### config.mk
export PLATFORM = sky130hd
export DESIGN_NAME = signature_test_controller
export DESIGN_NICKNAME = d
export VERILOG_FILES = /design/src/rtl/signature_test_controller.sv
export SDC_FILE = /design/constraint.sdc
export NUM_CORES = 1
export LEC_CHECK = 0
export ABC_AREA = 1
export CAP_MARGIN = 10
export CORE_AREA = 2 2 102 104
export DETAILED_ROUTE_END_ITERATION = 12
export DIE_AREA = 0 0 104 106
export PLACE_DENSITY = 0.62
export SLEW_MARGIN = 20
export SYNTH_ARGS = -nofsm -noshare
export SYNTH_HDL_FRONTEND = slang
export SYNTH_SLANG_ARGS = --single-unit
### constraint.sdc
create_clock -name clk -period 3.36 [get_ports clk]
set_input_delay 1.008 -clock clk [delete_from_list [all_inputs] [get_ports clk]]
set_output_delay 1.008 -clock clk [all_outputs]
set_load 0.01 [all_outputs]
### src/rtl/signature_test_controller.sv
// signature_test_controller: on-chip self-test sequencer for the 8-bit CUT.
// Clears the CUT, streams LFSR vectors into it, compacts its outputs into a
// 16-bit MISR and reports the final signature with a held done level.
module signature_test_controller #(
  parameter int NUM_VECTORS  = 256,
  parameter int CLEAR_CYCLES = 2,
  parameter int FLUSH_CYCLES = 1
) (
  input  logic        clk,
  input  logic        clear_n,
  input  logic        start,
  input  logic [7:0]  seed,
  output logic        dut_clear,
  output logic [7:0]  dut_input,
  input  logic [7:0]  dut_output,
  output logic        busy,
  output logic        done,
  output logic [15:0] signature
);

  typedef enum logic [2:0] {
    IDLE,
    CLEAR,
    RUN,
    FLUSH,
    DONE
  } state_t;

  // Terminal counts; counters start at zero so the last cycle is count-1.
  localparam logic [15:0] CLEAR_LAST = 16'(CLEAR_CYCLES - 1);
  localparam logic [15:0] VEC_LAST   = 16'(NUM_VECTORS - 1);
  localparam logic [15:0] FLUSH_LAST = 16'(FLUSH_CYCLES - 1);

  state_t      state;
  logic [7:0]  lfsr;
  logic [7:0]  lfsr_next;
  logic [15:0] misr_next;
  logic [15:0] phase_cnt;
  logic [15:0] vec_cnt;

  // Galois right-shift LFSR step and MISR compaction of the current CUT output.
  assign lfsr_next = {1'b0, lfsr[7:1]} ^ (lfsr[0] ? 8'hB8 : 8'h00);
  assign misr_next = ({signature[14:0], 1'b0} ^ (signature[15] ? 16'h1021 : 16'h0000))
                     ^ {8'h00, dut_output};

  // Sequencer FSM; every output is a register updated here.
  always_ff @(posedge clk or negedge clear_n) begin
    if (!clear_n) begin
      state     <= IDLE;
      lfsr      <= 8'h01;
      signature <= 16'h0000;
      phase_cnt <= 16'h0000;
      vec_cnt   <= 16'h0000;
      dut_clear <= 1'b0;
      dut_input <= 8'h00;
      busy      <= 1'b0;
      done      <= 1'b0;
    end else begin
      case (state)
        IDLE, DONE: begin
          if (start) begin
            lfsr      <= (seed == 8'h00) ? 8'h01 : seed;
            signature <= 16'h0000;
            phase_cnt <= 16'h0000;
            vec_cnt   <= 16'h0000;
            dut_clear <= 1'b1;
            dut_input <= 8'h00;
            busy      <= 1'b1;
            done      <= 1'b0;
            state     <= CLEAR;
          end
        end

        CLEAR: begin
          if (phase_cnt == CLEAR_LAST) begin
            dut_clear <= 1'b0;
            dut_input <= lfsr;
            lfsr      <= lfsr_next;
            vec_cnt   <= 16'h0000;
            state     <= RUN;
          end else begin
            phase_cnt <= phase_cnt + 16'h0001;
          end
        end

        RUN: begin
          signature <= misr_next;
          if (vec_cnt == VEC_LAST) begin
            dut_input <= 8'h00;
            phase_cnt <= 16'h0000;
            if (FLUSH_CYCLES == 0) begin
              busy  <= 1'b0;
              done  <= 1'b1;
              state <= DONE;
            end else begin
              state <= FLUSH;
            end
          end else begin
            vec_cnt   <= vec_cnt + 16'h0001;
            dut_input <= lfsr;
            lfsr      <= lfsr_next;
          end
        end

        FLUSH: begin
          signature <= misr_next;
          if (phase_cnt == FLUSH_LAST) begin
            busy  <= 1'b0;
            done  <= 1'b1;
            state <= DONE;
          end else begin
            phase_cnt <= phase_cnt + 16'h0001;
          end
        end

        default: begin
          state     <= IDLE;
          dut_clear <= 1'b0;
          dut_input <= 8'h00;
          busy      <= 1'b0;
          done      <= 1'b0;
        end
      endcase
    end
  end

endmodule

==> summary.txt <==
Run status
  • Status: completed

Logic synthesis
  • Unique masters post-synth: 34
  • Synth area leader: dfrtp_1
  • XOR/XNOR share of the synthesized area: between 5 and 6%
  • Post-synthesis simple-gate area fraction: about 33%
  • Post-synthesis mux area share: 0%
  • Mapped Nets: about 540
  • Cell area after synthesis: between 3000 and 4000 sq um
  • Largest cells by area after synthesis: dfrtp_1 44%, nand2_1 16%, nand3_1 6.5%
  • Main synth FF type: dfrtp_1
  • Syn avg cell area: ~7.5 sq um
  • Ys async rst share: 100%
  • Largest family of logic cells by synthesized area: simple AND/OR/NAND/NOR gates
  • Yosys top cell area share: 44.2%
  • Post-synth EDFFs: 0
  • Yosys warns: 0
  • Post-Synthesis Cells: ~520
  • Post-synth top cells: 169 x nand2_1, 69 x dfrtp_1, 51 x nand3_1
  • Most frequent cell after synthesis: nand2_1
  • Sequential share of the synthesized area: 44.9%
  • Adder-Cell Fraction of Synth Area: under 10%
  • Synthesized flop and latch total: 70
  • Synth Area in Compound Gates: 8.42%

Route
  • Antenna viol nets, final: 0
  • Wire length on met3: ~230 microns
  • DR vias/cell: 4.75
  • M1 WL: ~4000 microns
  • Total number of vias: approximately 3,300
  • DRC: 0
  • Starting DRC count in detailed routing: 133
  • DR WL met2: roughly 4000 microns
  • Drt wl/cell: 11.9 microns
  • Top Metal Used: met4
  • Final WL: around 8300 microns
  • DR pass1 iterations: 6

Power
  • Worst vdd ir: between 0.3 and 0.4 mV
  • Sequential share of power: about a third
  • Power per cell area: approximately 860 nW/um^2
  • Clk network pwr share: between 15 and 20%
  • Int Pwr: 0.00221 W
  • Sw frac: between 40% and 50%
  • Switching power: 0.00178 W
  • Comb pwr share: approximately half
  • Total power: 0.00399 W
  • Static Leakage: ~2.3 nW

Layout
  • Layout Nets: 582
  • Layout cells sized above 1: 6.57%
  • Antenna diodes: 0
  • Fillers: about 1,000
  • Layout area overhead: 18.3%

Critical path
  • Worst setup EP type: primary output
  • Crit path buf inv count: 1
  • Crit path largest cell delay: 0.58 ns
  • Worst EP arrival: about 1.4 ns
  • CP Cell Sequence: clkdlybuf4s50_1
  • CP max FO: 5
  • Crit Path Category: reg2out
  • CP max-delay cell: clkdlybuf4s50_1
  • CP startpoint: signature[15]
  • Reg2reg start: phase_cnt[1]
  • Req. time, crit path: 2.35 ns
  • Worst path top cell family by delay: buffers and inverters
  • Critical path startpoint category: flip-flop

STA
  • Sum Neg Setup Slack: 0 ns
  • FMAX: ~420 MHz
  • Rel. slew slack: 35.8%
  • Slew @ Worst Pin: roughly 0.96 ns
  • Final Max Slew Viols: 0
  • RSZ-0062 raised after global routing: false
  • Worst Skew: 0.00755 ns
  • Final hold vios: 0
  • Final period util: a little over two thirds
  • Final setup fails: 0
  • Crit path time final: around 2.4 ns

Clocking
  • # resized after CTS: 0
  • Worst skew pair latency: roughly 0.34 ns
  • Root Driver: clkbuf_8
  • CTS tree: built
  • Post-CTS setup buffers: 0
  • CTS clk-pin slew, worst paths: about 0.080 ns
  • H-tree depth: 3
  • Hold_buf cts: 0
  • Clock tree buffer depth: 2
  • CTS Buf Count: 9
  • Clk sinks: 70

Hold path
  • Hold wc startpoint: dut_input[3]
  • Worst Hold Class: reg2reg

Die
  • Rows: 37
  • Initial Util: slightly below 40%
  • Die W: roughly 100 microns
  • Die height: between 100 and 150 microns
  • Core area: around 10000 sq um
  • Die area: ~11,000 sq um
  • I/O Pins: 46

Global route
  • Number of global-route vias before repair: approximately 3,000
  • Initial antenna violation count: 0
  • GRT Residual Overflow: 0
  • Largest net degree at the start of global routing: 46
  • Global-route wire length before repair: 14,100 microns
  • GRT Util Overall: between 10% and 20%

Place
  • GP Congestion: roughly 0.85
  • # port buffers: 45
  • Final HPWL DP: ~6000 microns

Run
  • Max_cap viols: 0
## cell type report
class | instances | area (sq um) | share of cell area [%]
clock buffers | 9 | 124 | 2.68
well taps | 136 | 170 | 3.68
flip-flops and latches | 70 | 1750 | 37.9
repair buffers | 46 | 465 | 10.1
inverters | 45 | 169 | 3.65
multi-input cells | 387 | 1880 | 40.6
clock inverters | 6 | 63.8 | 1.38
## cells in the final DEF, fill, tap and decap left out, types with 3 or more instances in the layout
cell,count
nand2_1,169
dfrtp_1,69
nand3_1,51
nor2_1,49
clkdlybuf4s50_1,44
inv_1,43
o21ai_0,36
xnor2_1,14
xor2_1,9
clkbuf_8,9
o21ai_1,8
nor3_1,7
nand4_1,7
o22ai_1,7
or2_2,5
nand2_4,4
ha_1,4
nand2_2,3
## routing by layer
metal  track usage (%)  vias up
met3              3.37        8
li1                  -     1738
met5                 0        -
met1              20.1     1526
met4              5.21        0
met2              26.0       47
## power by group through the flow
| stage | logic (W) | registers [W] | clock network [W] |
|---|---|---|---|
| floorplan | 0.00147 | 0.00139 | 0 |
| global placement | 0.00192 | 0.00141 | 0 |
| global route | 0.00218 | 0.00144 | 0.000722 |
| CTS | 0.00195 | 0.00140 | 0.000686 |
| detailed placement | 0.00194 | 0.00141 | 0 |
| finish | 0.00193 | 0.00140 | 0.000662 |
## final timing paths
check,slack [ns],to,cells past startpoint
setup / recovery,0.99,signature[15],1
hold / removal,0.49,dut_input[3],2
setup reg to reg,1.50,vec_cnt[13],9
hold reg to reg,0.49,dut_input[3],2
max in group asynchronous,1.99,lfsr[0],2
min in group asynchronous,0.67,vec_cnt[6],1
## registers in the layout (all words and copies together) (netlist names)
signal and cells:
state 3, phase_cnt 16, vec_cnt 16, lfsr 8
dut_input 8, busy 1, dut_clear 1, done 1
signature 16
## logic make-up after synthesis
kind of cell             after synthesis
adder cells (fa/ha/maj)                4
flip-flops                            70
AO/OA/AOI/OAI                         59
AND/OR/NAND/NOR                      301
buffers and inverters                 61
XOR/XNOR                              23
## per-stage QoR
| step | instances | util (%) | hold WS (ns) | worst slack [ns] | cell area (sq um) |
|---|---|---|---|---|---|
| finish | 699 | 46.2 | 0.486 | 0.988 | 4620 |
| global placement | 684 | 44.3 | 0.465 | 0.874 | 4430 |
| floorplan | 518 | - | 0.464 | 1.55 | 3910 |
| detailed placement | 684 | 44.3 | 0.472 | 0.857 | 4430 |
| global route | 699 | 46.2 | 0.515 | 0.916 | 4620 |
| CTS | 699 | 46.2 | 0.493 | 0.965 | 4620 |
No activity file was read; power rests on OpenSTA's default activity.
